`src/rtl/wb_gpio_responder_if.sv`:
```
// Wishbone classic slave-side bus bundle for the Caravel user-area GPIO responder.
// The management core is the master; the responder uses the slave modport.
interface wb_gpio_responder_if;
    logic        wbs_cyc_i;
    logic        wbs_stb_i;
    logic        wbs_we_i;
    logic [3:0]  wbs_sel_i;
    logic [31:0] wbs_adr_i;
    logic [31:0] wbs_dat_i;
    logic        wbs_ack_o;
    logic [31:0] wbs_dat_o;

    modport slave (
        input  wbs_cyc_i, wbs_stb_i, wbs_we_i, wbs_sel_i, wbs_adr_i, wbs_dat_i,
        output wbs_ack_o, wbs_dat_o
    );

    modport master (
        output wbs_cyc_i, wbs_stb_i, wbs_we_i, wbs_sel_i, wbs_adr_i, wbs_dat_i,
        input  wbs_ack_o, wbs_dat_o
    );
endinterface

```
`src/rtl/wb_gpio_responder.sv`:
```
// Wishbone classic responder exposing the 38 user IOs as memory-mapped registers,
// with synchronized inputs, rising-edge W1C status latching and an edge interrupt.
module wb_gpio_responder #(
    parameter logic [31:0] BASE_ADDR = 32'h3000_0000,
    parameter int          NUM_IO    = 38
) (
    input  logic                  wb_clk_i,
    input  logic                  wb_rst_i,
    wb_gpio_responder_if.slave    wbs,
    input  logic [NUM_IO-1:0]     io_in,
    output logic [NUM_IO-1:0]     io_out,
    output logic [NUM_IO-1:0]     io_oeb,
    output logic [2:0]            user_irq
);

    localparam int HI_W = NUM_IO - 32;

    typedef enum logic {
        ST_IDLE = 1'b0,
        ST_ACK  = 1'b1
    } state_t;

    function automatic logic [31:0] byte_mask(input logic [3:0] sel);
        for (int b = 0; b < 4; b++) begin
            byte_mask[8*b +: 8] = {8{sel[b]}};
        end
    endfunction

    function automatic logic [31:0] lane_merge(input logic [31:0] old_v,
                                               input logic [31:0] new_v,
                                               input logic [3:0]  sel);
        lane_merge = (old_v & ~byte_mask(sel)) | (new_v & byte_mask(sel));
    endfunction

    // HI registers only live in byte lane 0
    function automatic logic [HI_W-1:0] hi_merge(input logic [HI_W-1:0] old_v,
                                                 input logic [31:0]     new_v,
                                                 input logic            sel0);
        hi_merge = sel0 ? new_v[HI_W-1:0] : old_v;
    endfunction

    state_t              state_r, state_nxt_s;
    logic [NUM_IO-1:0]   out_r, oeb_r, en_r, stat_r;
    logic [NUM_IO-1:0]   sync1_r, sync_r, prev_r;
    logic [NUM_IO-1:0]   rise_s, clr_s;
    logic                irq_r;
    logic [31:0]         dat_o_r, rd_data_s, wr_dat_masked_s;
    logic [9:0]          reg_hit_s, wr_hit_s;
    logic [5:0]          word_s;
    logic                hit_s, req_s;
    logic                unused_adr_s;

    assign unused_adr_s    = &{1'b0, wbs.wbs_adr_i[1:0]};
    assign word_s          = wbs.wbs_adr_i[7:2];
    assign hit_s           = (wbs.wbs_adr_i[31:8] == BASE_ADDR[31:8]);
    assign req_s           = wbs.wbs_cyc_i & wbs.wbs_stb_i & hit_s & (state_r == ST_IDLE);
    assign wr_hit_s        = (req_s && wbs.wbs_we_i) ? reg_hit_s : 10'b0;
    assign wr_dat_masked_s = wbs.wbs_dat_i & byte_mask(wbs.wbs_sel_i);
    assign rise_s          = sync_r & ~prev_r;
    assign clr_s           = {(wr_hit_s[9] ? wr_dat_masked_s[HI_W-1:0] : {HI_W{1'b0}}),
                              (wr_hit_s[8] ? wr_dat_masked_s : 32'h0000_0000)};

    assign wbs.wbs_ack_o = (state_r == ST_ACK);
    assign wbs.wbs_dat_o = dat_o_r;
    assign io_out        = out_r;
    assign io_oeb        = oeb_r;
    assign user_irq      = {2'b00, irq_r};

    // Register decode: read mux and one-hot register select
    always_comb begin
        rd_data_s = 32'h0000_0000;
        reg_hit_s = 10'b0;
        case (word_s)
            6'h00: begin rd_data_s = out_r[31:0];                                reg_hit_s[0] = 1'b1; end
            6'h01: begin rd_data_s = {{(32-HI_W){1'b0}}, out_r[NUM_IO-1:32]};    reg_hit_s[1] = 1'b1; end
            6'h02: begin rd_data_s = oeb_r[31:0];                                reg_hit_s[2] = 1'b1; end
            6'h03: begin rd_data_s = {{(32-HI_W){1'b0}}, oeb_r[NUM_IO-1:32]};    reg_hit_s[3] = 1'b1; end
            6'h04: begin rd_data_s = sync_r[31:0];                               reg_hit_s[4] = 1'b1; end
            6'h05: begin rd_data_s = {{(32-HI_W){1'b0}}, sync_r[NUM_IO-1:32]};   reg_hit_s[5] = 1'b1; end
            6'h06: begin rd_data_s = en_r[31:0];                                 reg_hit_s[6] = 1'b1; end
            6'h07: begin rd_data_s = {{(32-HI_W){1'b0}}, en_r[NUM_IO-1:32]};     reg_hit_s[7] = 1'b1; end
            6'h08: begin rd_data_s = stat_r[31:0];                               reg_hit_s[8] = 1'b1; end
            6'h09: begin rd_data_s = {{(32-HI_W){1'b0}}, stat_r[NUM_IO-1:32]};   reg_hit_s[9] = 1'b1; end
            default: begin rd_data_s = 32'h0000_0000; reg_hit_s = 10'b0; end
        endcase
    end

    // Handshake next state: one ack cycle per accepted request, then a forced idle cycle
    always_comb begin
        state_nxt_s = state_r;
        case (state_r)
            ST_IDLE: begin
                if (req_s) begin
                    state_nxt_s = ST_ACK;
                end else begin
                    state_nxt_s = ST_IDLE;
                end
            end
            ST_ACK:  state_nxt_s = ST_IDLE;
            default: state_nxt_s = ST_IDLE;
        endcase
    end

    // Handshake state register
    always_ff @(posedge wb_clk_i) begin
        if (wb_rst_i) begin
            state_r <= ST_IDLE;
        end else begin
            state_r <= state_nxt_s;
        end
    end

    // Bus registers, input synchronizer, edge status and interrupt
    always_ff @(posedge wb_clk_i) begin
        if (wb_rst_i) begin
            out_r   <= {NUM_IO{1'b0}};
            oeb_r   <= {NUM_IO{1'b1}};
            en_r    <= {NUM_IO{1'b0}};
            stat_r  <= {NUM_IO{1'b0}};
            sync1_r <= {NUM_IO{1'b0}};
            sync_r  <= {NUM_IO{1'b0}};
            prev_r  <= {NUM_IO{1'b0}};
            irq_r   <= 1'b0;
            dat_o_r <= 32'h0000_0000;
        end else begin
            sync1_r <= io_in;
            sync_r  <= sync1_r;
            prev_r  <= sync_r;
            if (wr_hit_s[0]) out_r[31:0]        <= lane_merge(out_r[31:0], wbs.wbs_dat_i, wbs.wbs_sel_i);
            if (wr_hit_s[1]) out_r[NUM_IO-1:32] <= hi_merge(out_r[NUM_IO-1:32], wbs.wbs_dat_i, wbs.wbs_sel_i[0]);
            if (wr_hit_s[2]) oeb_r[31:0]        <= lane_merge(oeb_r[31:0], wbs.wbs_dat_i, wbs.wbs_sel_i);
            if (wr_hit_s[3]) oeb_r[NUM_IO-1:32] <= hi_merge(oeb_r[NUM_IO-1:32], wbs.wbs_dat_i, wbs.wbs_sel_i[0]);
            if (wr_hit_s[6]) en_r[31:0]         <= lane_merge(en_r[31:0], wbs.wbs_dat_i, wbs.wbs_sel_i);
            if (wr_hit_s[7]) en_r[NUM_IO-1:32]  <= hi_merge(en_r[NUM_IO-1:32], wbs.wbs_dat_i, wbs.wbs_sel_i[0]);
            // a new edge in the same cycle as its W1C clear keeps the bit set
            stat_r  <= (stat_r & ~clr_s) | rise_s;
            irq_r   <= |(stat_r & en_r);
            dat_o_r <= req_s ? rd_data_s : 32'h0000_0000;
        end
    end

endmodule
```
`src/flat_wrapper.sv`:
```
// flat-port wrapper written by rule: the top's interface ports become plain ports
module wb_gpio_responder_flat 
#(
    parameter logic [31:0] BASE_ADDR = 32'h3000_0000,
    parameter int          NUM_IO    = 38
)
  (wb_clk_i, wb_rst_i, io_in, io_out, io_oeb, user_irq, wbs_wbs_cyc_i, wbs_wbs_stb_i, wbs_wbs_we_i, wbs_wbs_sel_i, wbs_wbs_adr_i, wbs_wbs_dat_i, wbs_wbs_ack_o, wbs_wbs_dat_o);
  wb_gpio_responder_if wbs_i ();
  input  logic wb_clk_i;
  input  logic wb_rst_i;
  input  logic [NUM_IO-1:0] io_in;
  output logic [NUM_IO-1:0] io_out;
  output logic [NUM_IO-1:0] io_oeb;
  output logic [2:0] user_irq;
  input wire logic [$bits(wbs_i.wbs_cyc_i)-1:0] wbs_wbs_cyc_i;
  input wire logic [$bits(wbs_i.wbs_stb_i)-1:0] wbs_wbs_stb_i;
  input wire logic [$bits(wbs_i.wbs_we_i)-1:0] wbs_wbs_we_i;
  input wire logic [$bits(wbs_i.wbs_sel_i)-1:0] wbs_wbs_sel_i;
  input wire logic [$bits(wbs_i.wbs_adr_i)-1:0] wbs_wbs_adr_i;
  input wire logic [$bits(wbs_i.wbs_dat_i)-1:0] wbs_wbs_dat_i;
  output wire logic [$bits(wbs_i.wbs_ack_o)-1:0] wbs_wbs_ack_o;
  output wire logic [$bits(wbs_i.wbs_dat_o)-1:0] wbs_wbs_dat_o;
  assign wbs_i.wbs_cyc_i = wbs_wbs_cyc_i;
  assign wbs_i.wbs_stb_i = wbs_wbs_stb_i;
  assign wbs_i.wbs_we_i = wbs_wbs_we_i;
  assign wbs_i.wbs_sel_i = wbs_wbs_sel_i;
  assign wbs_i.wbs_adr_i = wbs_wbs_adr_i;
  assign wbs_i.wbs_dat_i = wbs_wbs_dat_i;
  assign wbs_wbs_ack_o = wbs_i.wbs_ack_o;
  assign wbs_wbs_dat_o = wbs_i.wbs_dat_o;
  wb_gpio_responder #(.BASE_ADDR(BASE_ADDR), .NUM_IO(NUM_IO)) u_core (.wb_clk_i(wb_clk_i), .wb_rst_i(wb_rst_i), .wbs(wbs_i), .io_in(io_in), .io_out(io_out), .io_oeb(io_oeb), .user_irq(user_irq));
endmodule
```
`config.mk`:
```
export PLATFORM = sky130hd
export DESIGN_NAME = wb_gpio_responder_flat
export DESIGN_NICKNAME = d
export VERILOG_FILES = /design/src/rtl/wb_gpio_responder_if.sv /design/src/rtl/wb_gpio_responder.sv /design/src/flat_wrapper.sv
export SDC_FILE = /design/constraint.sdc
export NUM_CORES = 1
export LEC_CHECK = 0
export CAP_MARGIN = 20
export CORE_UTILIZATION = 45
export DETAILED_ROUTE_END_ITERATION = 8
export GPL_ROUTABILITY_DRIVEN = 0
export MAX_ROUTING_LAYER = met4
export PLACE_DENSITY_LB_ADDON = 0.05
export SLEW_MARGIN = 25
export SYNTH_ARGS = -nofsm -noshare
export SYNTH_HDL_FRONTEND = slang
export SYNTH_SLANG_ARGS = --single-unit
```
`constraint.sdc`:
```
create_clock -name wb_clk_i -period 7.3 [get_ports wb_clk_i]
set_input_delay 1.825 -clock wb_clk_i [delete_from_list [all_inputs] [get_ports wb_clk_i]]
set_output_delay 1.825 -clock wb_clk_i [all_outputs]
set_load 0.05 [all_outputs]
```
# == Yosys cells after proc, flatten, opt, wreduce, memory -nomap -nowiden ==
# Cells that the tools add are included.
# word_totals
word_cells,65
input_bits,111
output_inout_bits,112
ff_bits,300
# op_classes
reduce_logical,7
eq_ne,10
n_bitwise,19
muxes,16
# op_table
op,count
one-hot mux 32 bit (10 select lines),1
bitwise AND 32 bit,4
bitwise AND 38 bit,3
OR 32 bit,3
NOT 38 bit,2
OR 38 bit,1
OR reduction 38 bit,1
2-to-1 mux 32 bit,1
NOT 32 bit,1
== test 24 x 22 -> 1 bit (second input constant),1
== test 6 x 3 -> 1 bit (second input constant),4
== test 6 x 2 -> 1 bit (second input constant),2
== test 6 x 4 -> 1 bit (second input constant),2
2-to-1 mux 1 bit,11
2-to-1 mux 10 bit,1
== test 6 x 1 -> 1 bit (second input constant),1
zero test 6 bit,1
2-to-1 mux 6 bit,1
AND reduction 2 bit,3
bitwise AND 1 bit,3
NOT 1 bit,2
one-hot mux 1 bit (2 select lines),1
OR reduction 2 bit,1
logical AND 1 bit,1

# == Depth between registers and ports, before layout ==
# Gate-level depths: netlist of run 1.
# logic_depth
ltp_word,9
mapped_depth,7
mapped_depth_nobuf,4

# == Worst setup path before layout of run 1 ==
# Ideal clock, no wire load.
# synth_timing
path_kind,in2reg
startpoint,input port wbs_wbs_adr_i[18]
endpoint,"register u_core.out_r[33], in the netlist u_core.io_out[33]"
cell_stages,7
setup_slack_ns,3.296
arrival_time_ns,3.883
cell_sequence,or4_1 > buf_2 > or4_4 > buf_6 > or4_4 > buf_6 > mux2i_1
# synth_via
elab_chain_len,6
# synth_rtl
element,line_no,source
start: declaration,flat_wrapper.sv:19,input wire logic [$bits(wbs_i.wbs_adr_i)-1:0] wbs_wbs_adr_i;
== test 24 x 22 -> 1 bit,wb_gpio_responder.sv:55,assign hit_s = (wbs.wbs_adr_i[31:8] == BASE_ADDR[31:8]);
bitwise AND 1 bit (2 in series),wb_gpio_responder.sv:56,assign req_s = wbs.wbs_cyc_i & wbs.wbs_stb_i & hit_s & (state_r == ST_IDLE);
logical AND 1 bit,wb_gpio_responder.sv:57,assign wr_hit_s = (req_s && wbs.wbs_we_i) ? reg_hit_s : 10'b0;
2-to-1 mux 10 bit,wb_gpio_responder.sv:57,
AND reduction 2 bit (no source line),n/a,
end signal: assignment,wb_gpio_responder.sv:116,out_r <= {NUM_IO{1'b0}};
end signal: indexed assignment,wb_gpio_responder.sv:130,"if (wr_hit_s[1]) out_r[NUM_IO-1:32] <= hi_merge(out_r[NUM_IO-1:32], wbs.wbs_dat_i, wbs.wbs_sel_i[0]);"
end: declaration,wb_gpio_responder.sv:43,"logic [NUM_IO-1:0] out_r, oeb_r, en_r, stat_r;"
# No other way between the ends.
# A chain may end at the register's enable or synchronous reset.

==> flow_summary_export.csv, run 1 <==
group,metric,value,unit
place,io_buffers,218,
setup_path,worst-setup-path-type,"primary input to flip-flop",
setup_path,endpoint_kind,"flip-flop",
place,dpl_cell_area,13850,um2
timing,grt_setup_unrepaired,"no",
setup_path,rr_endpoint,"u_core.stat_r[8]$_SDFF_PP0_",
setup_path,worstRegToRegCells,5,
routing,drt_first_pass_iters,7,
floorplanning,coreArea,25110,um2
floorplanning,num_rows,58,
synthesis,synth-seq-cells,300,
cells_and_area,fillCellCount,2237,
setup_path,crit_fanout,32,
timing,skew,0.01097,ns
routing,drc,0,
worst_hold_path,hold_path_class,"flip-flop to flip-flop",
clock_tree,cts_hold_buffers,0,
clock_tree,post_cts_buffers,0,
cells_and_area,layout_common_cells,"300 x dfxtp_1, 217 x clkdlybuf4s50_1, 115 x nor2b_1",
cells_and_area,fin_area,14960,um2
grt,grt_pass1_vias,9096,
clock_tree,cts_made_buffers,31,
timing,clock.fmax,0.2164,GHz
cells_and_area,drive_above_1_share,0.08834,
routing,vias,9911,
synthesis,synth_area_leader_cell,"dfxtp_1",
timing,timing.slew.headroom,0.2985,
synthesis,synth_area,11520,um2
grt,overflow,0,
synthesis,synth-edff-count,0,
clock_tree,htree_levels,1,
power,ir_drop,0.0001625,V
grt,grt_max_degree,94,
timing,hold_violations,0,
synthesis,synth.top_cell.area_share,0.5215,
routing,wirelength,35.57,mm
clock_tree,worstSkewPairLatency,0.55,ns
grt,gr-usage-all-layers,0.2719,
setup_path,path_cells,"clkdlybuf4s50_1 > buf_4 > nor2b_1 > and2_2 > nand3_1 > a31o_2",
cells_and_area,layout.nets,1434,
timing,drv_slew,0,
synthesis,syn_area_per_cell,9.885,um2
clock_tree,clk_pin_slew,0.06,ns
synthesis,synth_cell_types,47,
setup_path,required,7.73,ns
floorplanning,floorplan.initialDensity,0.4586,
clock_tree,cts.path.max_buffers,3,
floorplanning,io_pins,223,
setup_path,critical_path.max_stage_delay,0.78,ns
clock_tree,cts_resized,0,
routing,vias_per_cell,5.906,
setup_path,crit_slowest_cell,"nor2b_1",
flow_run,drv_cap,0,
grt,grt_pass1_wl,54.17,mm
floorplanning,die_y,162.0,um
synthesis,yosysWarnings,0,
setup_path,worst-r2r-setup-slack,4.54,ns
routing,post_drt_wl_per_cell,21.19,um
setup_path,cp-start-kind,"primary input",
synthesis,synth-main-ff-cell,"dfxtp_1",
floorplanning,dieWidth,162.0,um
synthesis,async_reset_ff_frac,0,
setup_path,r2r_start,"u_core.wbs.wbs_ack_o$_SDFF_PP0_",
timing,tns,0,ns
floorplanning,die_area,26230,um2
setup_path,crit_arrival,5.06,ns
synthesis,netlist_instances,1165,
worst_hold_path,hold_path.startpoint,"u_core.sync1_r[0]$_SDFF_PP0_",
routing,first_iter_violations,1042,
synthesis,ys_top_cells_by_area,"dfxtp_1 52%, nor2b_1 6.2%, nand4_1 4.9%, mux2i_1 4.4%, a21oi_1 3.4%",
clock_tree,cts.sinks,300,
place,hpwl,23.41,mm
worst_hold_path,min_to,"u_core.sync_r[0]$_SDFF_PP0_",
timing,final.period_utilization,0.6331,
grt,antenna_found_initial,1,
power,cellPowerDensity,238.1,nW/um2
power,power.leakage,5.024,nW
routing,antenna_left,0,
timing,final-setup-viol-count,0,
cells_and_area,area_delta_synth_final,29.90,%
worst_hold_path,whs_path_depth,1,
clock_tree,cts_tree,"built",
timing,final.min_clock_period,4.622,ns
clock_tree,cts-root-buf,"clkbuf_16",
synthesis,seq_area_frac_synth,0.5215,
status,status,"finished clean",
cells_and_area,final_common_cell,"dfxtp_1",
timing,worstMarginPinSlew,1.052,ns
power breakdown:
group	switching (mW)	internal [mW]	leakage (nW)	total [mW]
clock network	0.651	1.04	0.535	1.69
registers	0.0226	1.67	2.44	1.70
logic	0.0896	0.0882	2.05	0.178
worst max-delay path: cells and delay by family:
kind	cells	cell delay, ns
simple gates	3	2.03
compound gates	1	0.41
buf+inv	2	0.76
layer usage:
| layer | GRT usage | vias up | part of all wire |
|---|---|---|---|
| met2 | 0.3849 | 455 | 0.42 |
| met3 | 0.05235 | 50 | 0.093 |
| met4 | 0.05832 | 0 | 0.017 |
| li1 | - | 4657 | - |
| met1 | 0.3977 | 4749 | 0.47 |
| met5 | - | - | 0 |
synth_stat cells, types with 2 or more instances:
library cell	number
mux2i_1	51
buf_6	2
a31o_2	16
nand2_1	30
inv_1	39
nor2b_1	115
buf_4	3
clkbuf_1	102
or4_4	2
dfxtp_1	300
nor4_1	23
and2_1	4
mux2_2	9
nor4b_1	2
or4_1	7
nor3_1	2
a32o_1	38
a22o_1	13
nand4_1	90
nor3_4	4
a222oi_1	30
o31ai_1	48
mux4_2	2
buf_1	6
and3_1	2
buf_2	2
o21ai_0	2
a21oi_1	79
nand3_1	5
a221oi_1	4
a22oi_1	44
and3b_1	2
nor2_1	73
worst max-delay path by stage:
stage	startpoint	endpoint	slack, ns	cells past startpoint
3_3_place_gp	wbs_wbs_adr_i[3]	flip-flop	2.27	6
2_1_floorplan	wbs_wbs_adr_i[18]	u_core.io_out[33]$_SDFFE_PP0P_	3.30	7
5_1_grt	wbs_wbs_adr_i[3]	flip-flop	2.58	6
6_report	wbs_wbs_adr_i[3]	flip-flop	2.68	6
4_1_cts	wbs_wbs_adr_i[3]	flip-flop	2.80	6
3_5_place_dp	wbs_wbs_adr_i[3]	flip-flop	2.24	6
kinds of logic (layout without fill, tap and decap cells):
logic type / Yosys count / count (layout) / synth area share
mux: 62 / 62 / 0.05704
flops: 300 / 300 / 0.5215
simple gates: 369 / 369 / 0.1851
other cells: 1 / 3 / 0.0003256
compound gates: 279 / 279 / 0.1833
buf+inv: 154 / 335 / 0.05269
final cells by class:
type / instances / area (um2) / share of cell area
antenna: 1 / 2.502 / 0.0001673
clock buffer: 43 / 900.9 / 0.06022
clock inverter: 14 / 209.0 / 0.01397
inverter: 39 / 146.4 / 0.009786
multi-input combinational: 712 / 4941 / 0.3303
sequential: 300 / 6006 / 0.4015
tap: 330 / 412.9 / 0.02760
timing repair buffer: 239 / 2341 / 0.1565
stage by stage:
step	power [mW]	hold slack [ns]	setup WS (ns)	instances	util
global placement	1.907	0.4229	2.267	1620	0.5515
floorplan	1.805	0.4138	3.296	1166	-
finish	3.562	0.4300	2.678	1678	0.5958
CTS	3.581	0.4343	2.796	1677	0.5957
detailed placement	1.910	0.4220	2.243	1620	0.5515
global route	3.669	0.4474	2.579	1678	0.5958
(Power assumes the default switching activity.)
==> run 2, diff against run 1 <==
==> constraint.sdc (replaced) <==
create_clock -name wb_clk_i -period 3.95 [get_ports wb_clk_i]
set_input_delay 0.9875 -clock wb_clk_i [delete_from_list [all_inputs] [get_ports wb_clk_i]]
set_output_delay 0.9875 -clock wb_clk_i [all_outputs]
set_load 0.05 [all_outputs]
==> run 2 against run 1 <==
  * Wire length is 0.46% higher
  * Hold slack worse by 0.0038 ns
  * Count of clock-buffer cells in the layout up 1
  * Global-route usage up 0.24 points
  * Register-to-register slack got worse by 2.7 ns
  * Clock power rose by 64%
  * Final cell count up 0.89%
  * Non-clock buffer count is 23 higher
  * Via count up 0.32%
  * Cell area up 0.87%
  * Flip-flop and latch count stayed put
  * Utilization is 0.52 points higher
==> flow_summary_export.csv, run 2 (synthesis gave the netlist of run 1 again) <==
group,metric,value,unit
setup_path,crit_arrival,3.59,ns
grt,gr-usage-all-layers,0.2743,
timing,clock.fmax,0.3138,GHz
setup_path,crit_fanout,10,
routing,wirelength,35.73,mm
setup_path,path_cells,"clkdlybuf4s50_1 > or4_1 > buf_4 > or4_1 > buf_4 > o31ai_1 > a21oi_1",
power,combPwrFrac,0.054,
routing,drc,0,
cells_and_area,final_common_cell,"dfxtp_1",
setup_path,critical_path.max_stage_delay,0.75,ns
cells_and_area,area_delta_synth_final,31.03,%
clock_tree,cts_hold_buffers,0,
clock_tree,cts_made_buffers,30,
setup_path,worst-setup-path-type,"primary input to flip-flop",
grt,grt_pass1_vias,9210,
timing,skew,0.006867,ns
place,dpl_worst_slack,0.2287,ns
power,internal-power,4.889,mW
cells_and_area,fin_area,15090,um2
routing,vias_per_cell,5.873,
floorplanning,io_pins,223,
timing,drv_slew,0,
place,dp_cells,1643,
timing,timing.slew.headroom,0.4158,
setup_path,cp_top_family,"simple AND/OR/NAND/NOR gates",
routing,first_iter_violations,1342,
cells_and_area,layout_common_cells,"300 x dfxtp_1, 217 x clkdlybuf4s50_1, 115 x nor2b_1",
floorplanning,dieWidth,162.0,um
timing,final.period_utilization,0.8067,
routing,drt_first_pass_iters,9,
power,cellPowerDensity,414.6,nW/um2
place,hpwl,24.19,mm
timing,grt_setup_unrepaired,"no",
grt,overflow,0,
worst_hold_path,hold_path_class,"flip-flop to flip-flop",
floorplanning,num_rows,58,
clock_tree,htree_levels,1,
routing,antenna_left,0,
clock_tree,cts_resized,0,
setup_path,crit_slowest_cell,"or4_1",
status,status,"finished clean",
setup_path,endpoint_kind,"flip-flop",
clock_tree,worstSkewPairLatency,0.55,ns
grt,grt_pass1_wl,54.67,mm
setup_path,r2r_start,"u_core.wbs.wbs_ack_o$_SDFF_PP0_",
cells_and_area,seqCellArea,6006,um2
power,pwr-share-seq,0.501,
clock_tree,cts-root-buf,"clkbuf_16",
power,p_sw_frac,0.2185,
worst_hold_path,hold_path.startpoint,"u_core.sync1_r[36]$_SDFF_PP0_",
timing,hold_violations,0,
power,ir_drop,0.0003000,V
clock_tree,cts.path.max_buffers,3,
clock_tree,cts.sinks,300,
place,dpl_cell_area,14130,um2
cells_and_area,multi_input_area,4941,um2
routing,post_drt_wl_per_cell,21.10,um
cells_and_area,fillCellCount,2208,
setup_path,cp-start-kind,"primary input",
timing,final-setup-viol-count,0,
floorplanning,die_area,26230,um2
timing,final.min_clock_period,3.187,ns
place,io_buffers,218,
power,power.leakage,5.104,nW
floorplanning,floorplan.initialDensity,0.4586,
floorplanning,die_y,162.0,um
floorplanning,coreArea,25110,um2
cells_and_area,final_cells,1693,
timing,setup_ws,0.7634,ns
clock_tree,clk_pin_slew,0.06,ns
setup_path,crit_start,"wbs_wbs_adr_i[23]",
timing,worstMarginPinSlew,0.8690,ns
cells_and_area,drive_above_1_share,0.09765,
power,power_frac_clock,0.445,
flow_run,drv_cap,0,
power,power_switching,1.367,mW
setup_path,required,4.35,ns
timing,tns,0,ns
cells_and_area,final_core_util,0.6010,
setup_path,worst-path-buf-inv,3,
clock_tree,post_cts_buffers,0,
cells_and_area,layout.nets,1456,
grt,grt_max_degree,147,
grt,antenna_found_initial,1,
clock_tree,cts_tree,"built",
routing,vias,9943,
## run 2: path summary, 6_finish.rpt
| check | endpoint | slack [ns] | cells past startpoint |
|---|---|---|---|
| setup / recovery | flip-flop | 0.76 | 7 |
| hold / removal | u_core.sync_r[36]$_SDFF_PP0_ | 0.43 | 1 |
| setup reg to reg | flip-flop | 1.81 | 4 |
| hold reg to reg | u_core.sync_r[36]$_SDFF_PP0_ | 0.43 | 1 |
## run 2: final cells by class
type,count,area share
antenna,1,0.0001658
clock buffer,44,0.05995
clock inverter,5,0.003317
inverter,39,0.009701
multi-input combinational,712,0.3274
sequential,300,0.3980
tap,330,0.02736
timing repair buffer,262,0.1740
## run 2: per-layer routing
layer  GRT usage  routed length, um
met1      0.4019              16650
met2      0.3894              14980
met3     0.05388               3663
met4     0.05317                435
met5           -                  0
## run 2: through the flow
step / hold WS, ns / power [mW]
after floorplan: 0.4138 / 3.336
after global placement: 0.4234 / 3.531
after detailed placement: 0.4228 / 3.534
after CTS: 0.4312 / 6.296
after global routing: 0.4520 / 6.453
final: 0.4262 / 6.256
## run 2: power by group through the flow
stage	Combinational [mW]	Sequential, mW	Clock (mW)
6_report	0.335	3.14	2.78
5_1_grt	0.359	3.14	2.95
4_1_cts	0.332	3.14	2.83
3_5_place_dp	0.331	3.20	0
3_3_place_gp	0.329	3.20	0
2_1_floorplan	0.154	3.18	0
==> run 3, diff against run 2 <==
==> constraint.sdc (replaced) <==
create_clock -name wb_clk_i -period 3.24 [get_ports wb_clk_i]
set_input_delay 0.81 -clock wb_clk_i [delete_from_list [all_inputs] [get_ports wb_clk_i]]
set_output_delay 0.81 -clock wb_clk_i [all_outputs]
set_load 0.05 [all_outputs]
==> run 3 against run 2 <==
  * Total power is 25% higher
  * Sequential share of layout area fell by 1.1 points
  * Via count rose by 2.2%
  * Sequential power up 22%
  * Final cell count up 2.1%
  * Critical path depth is 1 higher
  * Utilization is 1.7 points higher
  * Critical path type unchanged
  * Register-to-register slack got worse by 0.67 ns
==> flow_summary_export.csv, run 3 (synthesis gave the netlist of run 1 again) <==
group,metric,value,unit
timing,clock.fmax,0.3425,GHz
setup_path,worst-path-buf-inv,4,
floorplanning,die_area,26230,um2
power,power.leakage,5.308,nW
timing,worstMarginPinSlew,0.8632,ns
status,status,"finished clean",
clock_tree,cts_resized,0,
grt,overflow,0,
grt,grt_pass1_vias,9403,
routing,first_iter_violations,1052,
timing,skew,0.01563,ns
place,hpwl,24.88,mm
setup_path,endpoint_kind,"flip-flop",
timing,grt_setup_unrepaired,"no",
grt,grt_pass1_wl,55.14,mm
floorplanning,die_y,162.0,um
floorplanning,dieWidth,162.0,um
setup_path,critical_path.max_stage_delay,0.64,ns
cells_and_area,n_antenna_cell,0,
setup_path,worstRegToRegCells,6,
timing,tns,0,ns
grt,gr-usage-all-layers,0.2769,
setup_path,crit_fanout,17,
clock_tree,cts_made_buffers,31,
setup_path,crit_arrival,3.36,ns
setup_path,crit_slowest_cell,"or4_1",
timing,hold_violations,0,
routing,antenna_left,0,
cells_and_area,fillCellCount,2219,
clock_tree,cts.sinks,300,
cells_and_area,layout.nets,1485,
timing,final-setup-viol-count,0,
setup_path,cp_top_family,"simple AND/OR/NAND/NOR gates",
cells_and_area,drive_above_1_share,0.1209,
setup_path,cpMostUsedCell,"buf_4",
clock_tree,cts-root-buf,"clkbuf_16",
routing,wirelength,35.93,mm
floorplanning,coreArea,25110,um2
clock_tree,worstSkewPairLatency,0.56,ns
floorplanning,floorplan.initialDensity,0.4586,
flow_run,drv_cap,0,
setup_path,worst-setup-path-type,"primary input to flip-flop",
worst_hold_path,hold_path_class,"flip-flop to flip-flop",
setup_path,path_cells,"clkdlybuf4s50_1 > or4_1 > buf_4 > buf_4 > nor4_2 > buf_4 > nand3_1 > a31o_2",
setup_path,cp.depth,8,
timing,final.min_clock_period,2.919,ns
cells_and_area,multi_input_area,4941,um2
power,ir_drop,0.0003555,V
timing,final.period_utilization,0.9011,
cells_and_area,seqCellArea,6006,um2
setup_path,cp-start-kind,"primary input",
power,cellPowerDensity,501.9,nW/um2
clock_tree,htree_levels,1,
timing,hold_slack,0.4307,ns
place,io_buffers,218,
clock_tree,post_cts_buffers,0,
routing,vias,10163,
routing,drc,0,
grt,antenna_found_initial,0,
setup_path,required,3.68,ns
floorplanning,num_rows,58,
routing,vias_per_cell,5.881,
timing,drv_slew,0,
routing,post_drt_wl_per_cell,20.80,um
clock_tree,cts_hold_buffers,0,
cells_and_area,area_delta_synth_final,34.77,%
clock_tree,cts.path.max_buffers,3,
floorplanning,io_pins,223,
cells_and_area,final_common_cell,"dfxtp_1",
grt,grt_max_degree,87,
cells_and_area,layout_common_cells,"300 x dfxtp_1, 217 x clkdlybuf4s50_1, 115 x nor2b_1",
timing,timing.slew.headroom,0.4245,
clock_tree,cts_tree,"built",
routing,drt_first_pass_iters,6,
worst_hold_path,whs_path_depth,1,
clock_tree,clk_pin_slew,0.06,ns
-- run 3: changes by cell type in the layout (fill, tap and decap cells not counted), sizes merged --
cell / before / now
inv: 39 / 40
buf: 45 / 73
clkbuf: 44 / 43
clkinvlp: 0 / 2
clkinv: 4 / 9
diode: 1 / 0
bufinv: 1 / 2
-- run 3: report_power, final --
part	total [mW]	switching (mW)	internal [mW]
Combinational	0.418	0.206	0.212
Sequential	3.82	0.0516	3.77
Clock	3.55	1.47	2.08
-- run 3: worst paths after layout --
check                                       start                      endpoint  slack, ns
setup / recovery                wbs_wbs_adr_i[23]                     flip-flop       0.32
hold / removal      u_core.sync1_r[27]$_SDFF_PP0_  u_core.sync_r[27]$_SDFF_PP0_       0.43
setup reg to reg  u_core.wbs.wbs_ack_o$_SDFF_PP0_                     flip-flop       1.14
hold reg to reg     u_core.sync1_r[27]$_SDFF_PP0_  u_core.sync_r[27]$_SDFF_PP0_       0.43
-- run 3: final cells by class --
type / count / share of cell area
multi-input combinational: 712 / 0.3184
clock buffer: 43 / 0.05740
clock inverter: 14 / 0.008787
tap: 330 / 0.02660
sequential: 300 / 0.3870
timing repair buffer: 290 / 0.1924
inverter: 39 / 0.009432
-- run 3: worst register-to-register path, cell delays in order, from the launching register on --
cell and delay [ns]:
dfxtp_1 0.31, nor4_1 0.27, nand4_1 0.34, buf_4 0.40, nor3_4 0.31, buf_12 0.18, mux2i_1 0.21
-- run 3: metrics by stage --
| stage | util | worst slack [ns] | instance area, um2 | power (mW) | cells |
|---|---|---|---|---|---|
| finish | 0.6181 | 0.3206 | 15520 | 7.790 | 1728 |
| global route | 0.6181 | 0.2124 | 15520 | 8.042 | 1728 |
| CTS | 0.6181 | 0.3276 | 15520 | 7.825 | 1728 |
| detailed placement | 0.5772 | -0.2249 | 14490 | 4.317 | 1671 |
| global placement | 0.5772 | -0.2245 | 14490 | 4.312 | 1671 |
| floorplan | - | 0.2510 | 11520 | 4.067 | 1166 |
-- run 3: metal layers --
| metal | track usage | vias to the layer above | share of wire |
|---|---|---|---|
| li1 | - | 4758 | - |
| met1 | 0.4068 | 4871 | 0.47 |
| met2 | 0.3958 | 493 | 0.42 |
| met3 | 0.04954 | 41 | 0.093 |
| met4 | 0.05317 | 0 | 0.015 |
| met5 | - | - | 0 |
